### src/rtl/ex_com_buffer.sv
// ex_com_buffer: in-order result queue from the execute ALU stage to commit.
// Each entry holds an op's ROB tag, ALU result, store/AMO data, branch outcome,
// mispredict flag and lr.w reservation request.
//
// Ports:
//   clk, rst_n        rising-edge clock, synchronous active-low reset
//   flush             drops every entry; same-cycle push/pop are discarded
//   in_valid/in_ready producer handshake (in_ready = not full)
//   in_*              fields of the executed op
//   out_valid/out_ready commit handshake on the head entry
//   out_*             head entry fields (all zero when empty)
//   count             occupancy
module ex_com_buffer #(
    parameter int unsigned DEPTH = 4,
    parameter int unsigned TAG_W = 5
) (
    input  logic                         clk,
    input  logic                         rst_n,
    input  logic                         flush,
    input  logic                         in_valid,
    output logic                         in_ready,
    input  logic [TAG_W-1:0]             in_tag,
    input  logic [31:0]                  in_aluout,
    input  logic [31:0]                  in_rs2_data,
    input  logic                         in_branch_update,
    input  logic                         in_branch_taken,
    input  logic                         in_pred_taken,
    input  logic                         in_mem_reserved,
    output logic                         out_valid,
    input  logic                         out_ready,
    output logic [TAG_W-1:0]             out_tag,
    output logic [31:0]                  out_aluout,
    output logic [31:0]                  out_rs2_data,
    output logic                         out_branch_update,
    output logic                         out_branch_taken,
    output logic                         out_mispredict,
    output logic                         out_mem_reserved,
    output logic [$clog2(DEPTH):0]       count
);

    localparam int unsigned PTR_W = $clog2(DEPTH);
    localparam int unsigned CNT_W = PTR_W + 1;

    typedef struct packed {
        logic [TAG_W-1:0] tag;
        logic [31:0]      aluout;
        logic [31:0]      rs2_data;
        logic             branch_update;
        logic             branch_taken;
        logic             mispredict;
        logic             mem_reserved;
    } entry_t;

    entry_t           mem [DEPTH];
    logic [PTR_W-1:0] wr_ptr;
    logic [PTR_W-1:0] rd_ptr;
    entry_t           in_entry;
    entry_t           head;
    logic             push;
    logic             pop;

    // Handshakes; push is blocked while full even if a pop frees a slot this cycle.
    assign in_ready  = (count != CNT_W'(DEPTH));
    assign out_valid = (count != '0);
    assign push      = in_valid & in_ready;
    assign pop       = out_valid & out_ready;

    // Mispredict is resolved at push so commit sees a single stored flag.
    always_comb begin
        in_entry               = '0;
        in_entry.tag           = in_tag;
        in_entry.aluout        = in_aluout;
        in_entry.rs2_data      = in_rs2_data;
        in_entry.branch_update = in_branch_update;
        in_entry.branch_taken  = in_branch_taken;
        in_entry.mispredict    = in_branch_update & (in_branch_taken ^ in_pred_taken);
        in_entry.mem_reserved  = in_mem_reserved;
    end

    // Storage, pointers and occupancy; reset beats flush beats push/pop.
    always_ff @(posedge clk) begin
        if (!rst_n) begin
            wr_ptr <= '0;
            rd_ptr <= '0;
            count  <= '0;
            for (int i = 0; i < int'(DEPTH); i++) begin
                mem[i] <= '0;
            end
        end else if (flush) begin
            wr_ptr <= '0;
            rd_ptr <= '0;
            count  <= '0;
        end else begin
            if (push) begin
                mem[wr_ptr] <= in_entry;
                wr_ptr      <= wr_ptr + PTR_W'(1);
            end
            if (pop) begin
                rd_ptr <= rd_ptr + PTR_W'(1);
            end
            case ({push, pop})
                2'b10:   count <= count + CNT_W'(1);
                2'b01:   count <= count - CNT_W'(1);
                default: count <= count;
            endcase
        end
    end

    // Head presentation, zeroed when empty.
    always_comb begin
        head = '0;
        if (out_valid) begin
            head = mem[rd_ptr];
        end
    end

    assign out_tag           = head.tag;
    assign out_aluout        = head.aluout;
    assign out_rs2_data      = head.rs2_data;
    assign out_branch_update = head.branch_update;
    assign out_branch_taken  = head.branch_taken;
    assign out_mispredict    = head.mispredict;
    assign out_mem_reserved  = head.mem_reserved;

endmodule

### config.mk
export PLATFORM = sky130hd
export DESIGN_NAME = ex_com_buffer
export DESIGN_NICKNAME = d
export VERILOG_FILES = /design/src/rtl/ex_com_buffer.sv
export SDC_FILE = /design/constraint.sdc
export NUM_CORES = 1
export LEC_CHECK = 0
export CORE_MARGIN = 2
export CORE_UTILIZATION = 34
export CTS_BUF_LIST = sky130_fd_sc_hd__clkbuf_2
export DETAILED_ROUTE_END_ITERATION = 6
export PLACE_DENSITY = 0.58
export SLEW_MARGIN = 5
export SYNTH_ARGS = -nofsm -noshare
export SYNTH_HDL_FRONTEND = slang
export SYNTH_SLANG_ARGS = --single-unit
### constraint.sdc
create_clock -name clk -period 9.93 [get_ports clk]
set_input_delay 1.986 -clock clk [delete_from_list [all_inputs] [get_ports clk]]
set_output_delay 1.986 -clock clk [all_outputs]
set_load 0.005 [all_outputs]
# Yosys cells after proc, flatten, opt, wreduce, memory -nomap -nowiden
# Memory sizes are Yosys's and may differ from the RTL's. A register that Yosys moved wholly into a read port is not among the register bits.
# Index checks and enable logic that the tools add are counted.
word_totals:
  reg_bits: 7
  ramBits: 292
  in_bits: 78
  output_inout_bits: 78
  word_cells: 32
  memories: 1
mem_list:
  columns: ["memory", "depth", "width", "rd", "rd_ports_with_merged_regs", "write_ports", "line", "rtl"]
  rows:
  - ["mem", 4, 73, 1, 1, 4, "54", "entry_t mem [DEPTH];"]
classes:
  n_addsub: 4
  n_eq_ne: 3
  n_mux: 12
  bitwise: 5
  reduce_logical: 4
op_table:
  columns: ["op", "count"]
  rows:
  - ["73-bit two-way mux", 2]
  - ["73-bit OR reduction", 1]
  - ["1-bit two-way mux", 6]
  - ["2-bit two-way mux", 3]
  - ["3-bit one-hot mux with 2 select lines", 1]
  - ["2-bit by 1-bit adder with 2-bit output, second input constant", 2]
  - ["3-bit by 1-bit adder with 3-bit output, second input constant", 1]
  - ["1-bit bitwise AND", 3]
  - ["3-bit inequality test, second input constant", 1]
  - ["3-bit nonzero test", 1]
  - ["3-bit by 1-bit subtractor with 3-bit output, second input constant", 1]
  - ["2-bit by 1-bit equality test with 1-bit output, second input constant", 1]
  - ["2-bit equality test, second input constant", 1]
  - ["2-bit nonzero test", 1]
  - ["2-bit OR reduction", 1]
  - ["1-bit inverter", 1]
  - ["1-bit bitwise XOR", 1]

# Logic depth before layout (Yosys ltp)
# Gate-level depths: netlist of run 1.
logic_depth:
  word_depth: 8
  mapped_depth: 9
  ltp_nobuf: 9

# Least setup slack after synthesis of run 1
# No wires, ideal clock.
synth_timing:
  kind: "in2reg"
  from: "input flush"
  to: "memory mem[3][0] (netlist bit) (enable)"
  setup_ns: 0.605
  t_arrival_ns: 7.244
  required_time_ns: 9.325
  path_slack_ns: 2.081
  stages: 2
  n_path_buf: 0
  path_cell_list: "nand2b_1 > o21ai_0"
synth_lines:
  columns: ["item", "line", "rtl"]
  rows:
  - ["from (decl)", "19", "input logic flush,"]
  - ["to (decl)", "54", null]

==> results_dict.tcl, run 1 <==
set metrics [dict create \
    outcome "completed" \
    worst_ep_arrival_time_ns 3.93 \
    chipHeight_um 205 \
    synth.avg_cell_area_um2 16.3 \
    syn_to_final_growth_pct 19.9 \
    relSlewSlack 0.361 \
    seq_area_um2 8960 \
    syn_nets 922 \
    start_util 0.345 \
    cts_resized 0 \
    final.period_utilization 0.596 \
    dp_cells 1478 \
    finalWorstSetupSlack_ns 4.01 \
    portBuffers 155 \
    p_int_w 0.00192 \
    final_util 0.413 \
    ant_nets 0 \
    synthTopCellsByArea "edfxtp_1 64%, and2_1 14%, mux4_2 12%, and2_2 3.2%, buf_6 1.6%" \
    holdCritPathClass "flip-flop to flip-flop" \
    synth_top_area_cell "edfxtp_1" \
    leakagePower_nw 5.93 \
    grt_pass1_wl_um 49100 \
    routed_wirelength_um 32100 \
    drive_above_1_share 0.267 \
    multi_input_area_um2 4380 \
    ys_seq_area_frac 0.654 \
    fmax_mhz 169 \
    crit_fanout 40 \
    dp_slack_ns 4.25 \
    cp.required_ns 7.94 \
    crit_path_max_incr_delay_ns 0.96 \
    switching_share 0.249 \
    core-area_um2 39700 \
    grt_pass1_vias 8345 \
    critPathKind "flip-flop to primary output" \
    synth_top_area_frac 0.640 \
    power_frac_clock 0.348 \
    finalHoldViolations 0 \
    grt_start_max_net_pins 75 \
    p_sw_w 0.000635 \
    fin_setup_tns_ns 0 \
    cp_slowest_cell "dfxtp_4" \
    combPwrFrac 0.077 \
    avgRoutedWirePerCell_um 19.7 \
    power.density_nw_per_um2 156 \
    tightestPinTransition_ns 0.959 \
    hpwl_um 17300 \
    syn-cell-area_um2 13700 \
    cts_buffers 83 \
    cts_tree "built" \
    final_max_slew_viol_count 0 \
    yosysWarningCount 0 \
    antenna_found_initial 1 \
    overflow 0 \
    cp-start-kind "flip-flop" \
    rsz0062_at_grt "false" \
    syn_inst 842 \
    track_usage 0.158 \
    cts_hold_buf 0 \
    clock_latency_ns 0.96 \
    cts_setup_buffers 0 \
    die_area_um2 41900 \
    fin_crit_ns 5.92 \
    cp_cell_sequence "buf_4 -> mux4_2 -> and2_1 -> clkdlybuf4s50_1" \
    clk_path_buf_depth 3 \
    vias 7568 \
    viasPerCell 4.65 \
    fin_nets 1118 \
    drtPass1Iterations 4 \
    h-tree-depth 3 \
    clock_sinks 301 \
    row_count 73 \
    final.fill_count 3693 \
    finalClockSkew_ns 0.0865 \
    ys_ff_latch 301 \
    initialDrtViolationCount 326 \
    worstSetupEndpointType "primary output" \
    ys_types 33 \
    drv_cap 0 \
    cp_num_buf_inv 2 \
    clkTransAtPathRegs_ns 0.09 \
    drc_errors 0 \
    vdd_ir_drop_max_uv 64.4 \
    die_w_um 205 \
    pwr-share-seq 0.575 \
    root_buffer "clkbuf_2" \
    ios 156 \
    setup_viol 0 \
    path_delay_family "buffers and inverters" \
    gp_congestion 0.690 \
    fin_cells 1626 \
]
-- registers in the layout (all words and copies together) (netlist names), named ones only --
| name | flops |
|---|---|
| count | 3 |
| mem | 292 |
| rd_ptr | 2 |
| wr_ptr | 2 |
-- layout make-up --
cell class	instances	area share
Sequential cell	301	0.546
Multi-Input combinational cell	479	0.267
Timing Repair Buffer	167	0.100
Tap cell	525	0.0400
Clock buffer	129	0.0393
Clock inverter	18	0.00656
Inverter	6	0.00137
Antenna cell	1	0.000152
-- power by group through the flow --
stage	clock network, W	registers, W	logic, W
6_report	0.000889	0.00147	0.000197
5_1_grt	0.000998	0.00148	0.000216
4_1_cts	0.000928	0.00147	0.000204
3_5_place_dp	0	0.00150	0.000203
3_3_place_gp	0	0.00150	0.000203
2_1_floorplan	0	0.00150	0.0000967
-- stage by stage --
stage               hold WS [ns]  power (W)  cell area, um2
finish                     0.547    0.00256           16400
global route               0.576    0.00269           16400
CTS                        0.549    0.00260           16400
detailed placement         0.520    0.00170           15700
global placement           0.502    0.00170           15700
floorplan                  0.485    0.00159           13700
-- cells in the mapped netlist, drive strengths merged --
master	number
a21o	1
a21oi	3
and2	362
buf	37
clkbuf	19
dfxtp	9
edfxtp	292
fa	1
ha	1
inv	6
mux4	73
nand2	2
nand2b	3
nand3	1
nand3b	1
nor2	7
nor2b	4
nor3	1
nor3b	1
nor4	1
nor4b	2
o21ai	3
o311ai	1
o31ai	1
or2b	2
or3	3
xor2	5
-- per-layer routing --
metal / track usage / vias to the layer above / share of wire
li1: - / 3490 / -
met1: 0.204 / 3805 / 0.44
met2: 0.258 / 216 / 0.48
met3: 0.0396 / 57 / 0.060
met4: 0.0593 / 0 / 0.021
met5: 0 / - / 0
-- worst paths after layout --
kind                                from                  endpoint  slack (ns)  cells after the start
setup / recovery               flip-flop          out_rs2_data[12]        4.01                      4
hold / removal    rd_ptr[1]$_SDFFE_PP0P_    rd_ptr[1]$_SDFFE_PP0P_        0.55                      2
setup reg to reg   count[0]$_SDFFE_PP0P_  mem[2][41]$_SDFFCE_PN0P_        6.52                      5
hold reg to reg   rd_ptr[1]$_SDFFE_PP0P_    rd_ptr[1]$_SDFFE_PP0P_        0.55                      2
-- worst reg2reg max path: cells and delay by family (launching register included) --
kind          cells  cell delay, ns
buf+inv           2            1.35
flops             1            0.50
simple gates      3            1.10
-- cells by family after synthesis --
group / synth area share
simple gates: 0.186
flops: 0.654
mux: 0.120
buf+inv: 0.0304
compound gates: 0.00393
xor+xnor: 0.00320
fa+ha+maj: 0.00238
-- cell usage in the layout (no fill, tap or decap), drive strengths merged, types with 5 or more instances in the layout --
| master | count |
|---|---|
| and2 | 362 |
| nor2 | 7 |
| clkinv | 12 |
| edfxtp | 292 |
| buf | 12 |
| xor2 | 5 |
| clkbuf | 129 |
| dfxtp | 9 |
| clkdlybuf4s50 | 155 |
| mux4 | 73 |
| inv | 9 |
No activity file was read; power rests on OpenSTA's default activity.
==> run 2, diff against run 1 <==
--- a/config.mk
+++ b/config.mk
@@ -9,7 +9,7 @@
 export CORE_UTILIZATION = 34
 export CTS_BUF_LIST = sky130_fd_sc_hd__clkbuf_2
 export DETAILED_ROUTE_END_ITERATION = 6
-export PLACE_DENSITY = 0.58
+export PLACE_DENSITY = 0.6
 export SLEW_MARGIN = 5
 export SYNTH_ARGS = -nofsm -noshare
 export SYNTH_HDL_FRONTEND = slang
==> constraint.sdc (replaced) <==
create_clock -name clk -period 5.15 [get_ports clk]
set_input_delay 1.03 -clock clk [delete_from_list [all_inputs] [get_ports clk]]
set_output_delay 1.03 -clock clk [all_outputs]
set_load 0.005 [all_outputs]
==> run 2 against run 1 <==
Sequential share of layout area hardly changed. Die area unchanged. Clock power rose by 73%. Clock skew down 0.023 ns. Design area hardly changed. Via count is 1.4% lower. Utilization hardly changed. Total power up 86%. Largest power group unchanged.
==> results_dict.tcl, run 2 (synthesis results as in run 1) <==
set metrics [dict create \
    cts_buffers 79 \
    final_max_slew_viol_count 0 \
    clk_path_buf_depth 3 \
    track_usage 0.156 \
    holdCritPathClass "flip-flop to flip-flop" \
    design_area_um2 16400 \
    outcome "completed" \
    critPathKind "flip-flop to primary output" \
    hold-worst-slack_ns 0.525 \
    drc_errors 0 \
    initialDrtViolationCount 346 \
    finalClockSkew_ns 0.0636 \
    drive_above_1_share 0.255 \
    finalHoldViolations 0 \
    final_common_cell "and2_1" \
    cts_setup_buffers 0 \
    root_buffer "clkbuf_2" \
    regMostFlops "mem" \
    rr_startpoint "count[2]$_SDFFE_PP0P_" \
    avgRoutedWirePerCell_um 19.5 \
    vdd_ir_drop_max_uv 106 \
    fmax_mhz 231 \
    relSlewSlack 0.323 \
    grt_pass1_wl_um 48200 \
    cp.required_ns 4.12 \
    grt_start_max_net_pins 75 \
    final.period_utilization 0.839 \
    row_count 73 \
    fin_crit_ns 4.32 \
    worstHoldStart "rd_ptr[1]$_SDFFE_PP0P_" \
    cts_tree "built" \
    routed_wirelength_um 31500 \
    worst_ep_arrival_time_ns 3.29 \
    cts_resized 0 \
    placed_area_um2 15700 \
    clkTransAtPathRegs_ns 0.09 \
    start_util 0.345 \
    syn_to_final_growth_pct 19.8 \
    leakagePower_nw 5.90 \
    vias 7465 \
    overflow 0 \
    core-area_um2 39700 \
    tightestPinTransition_ns 1.01 \
    antenna_found_initial 3 \
    setup_viol 0 \
    die_w_um 205 \
    p_total_w 0.00476 \
    chipHeight_um 205 \
    ant_nets 0 \
    rsz0062_at_grt "false" \
    clock_latency_ns 0.91 \
    fin_setup_tns_ns 0 \
    h-tree-depth 3 \
    fin_nets 1118 \
    cp-start-kind "flip-flop" \
    grt_pass1_vias 8370 \
    hpwl_um 17400 \
    worstSetupEndpointType "primary output" \
    die_area_um2 41900 \
    portBuffers 155 \
    largest_register_ff_count 292 \
    cts_hold_buf 0 \
    mostFrequentLayoutCells "303 x and2_1, 292 x edfxtp_1, 155 x clkdlybuf4s50_1" \
    clock_sinks 301 \
    drv_cap 0 \
    ios 156 \
    gp_congestion 0.689 \
    power.density_nw_per_um2 290 \
    drtPass1Iterations 4 \
    crit_fanout 30 \
    reg.largest.list "mem: 292 flops, count: 3 flops" \
    viasPerCell 4.61 \
]
run 2: cell types whose count changed in the layout (fill, tap and decap cells not counted), sizes merged:
cell,delta
inv,+1
clkinv,+6
clkinvlp,-2
buf,+4
bufinv,-1
diode,+1
clkbuf,-16
run 2: per-layer routing:
metal  part of all wire  global-route usage  vias to the layer above
met1               0.43               0.196                     3724
met4              0.019              0.0577                        2
li1                   -                   -                     3495
met2               0.49               0.258                      203
met3              0.057              0.0401                       41
met5            0.00051                   0                        -
run 2: metrics by stage:
step	std cells	worst slack, ns	utilization
after floorplan	842	0.229	-
after global placement	1482	1.60	0.396
after detailed placement	1482	1.52	0.396
after CTS	1617	0.601	0.413
after global routing	1619	0.554	0.413
final	1619	0.829	0.413
run 2: worst paths after layout:
kind	end	cells past startpoint	slack, ns
max	out_rs2_data[7]	4	0.83
min	flip-flop	2	0.52
max reg2reg	count[2]$_SDFFE_PP0P_	9	2.60
min reg2reg	flip-flop	2	0.52
run 2: critical path: stages (launching register included):
cell	delay (ns)
dfxtp_4	0.79
buf_4	0.40
mux4_2	0.55
and2_1	0.17
clkdlybuf4s50_1	0.44
run 2: layout make-up:
cell class | instances | area, um2
Clock buffer | 113 | 566
Multi-Input combinational cell | 479 | 4380
Sequential cell | 301 | 8960
Timing Repair Buffer | 171 | 1730
Inverter | 6 | 22.5
Fill cell | 3670 | 23300
Antenna cell | 2 | 5.00
Tap cell | 525 | 657
Clock inverter | 22 | 83.8
run 2: where the power goes:
| group | total, W | internal [W] | leakage (nW) | switching (W) |
|---|---|---|---|---|
| clock | 0.00154 | 0.000583 | 0.517 | 0.000954 |
| combinational | 0.000390 | 0.000201 | 2.33 | 0.000189 |
| sequential | 0.00283 | 0.00280 | 3.05 | 0.0000348 |
| total | 0.00476 | 0.00358 | 5.90 | 0.00118 |
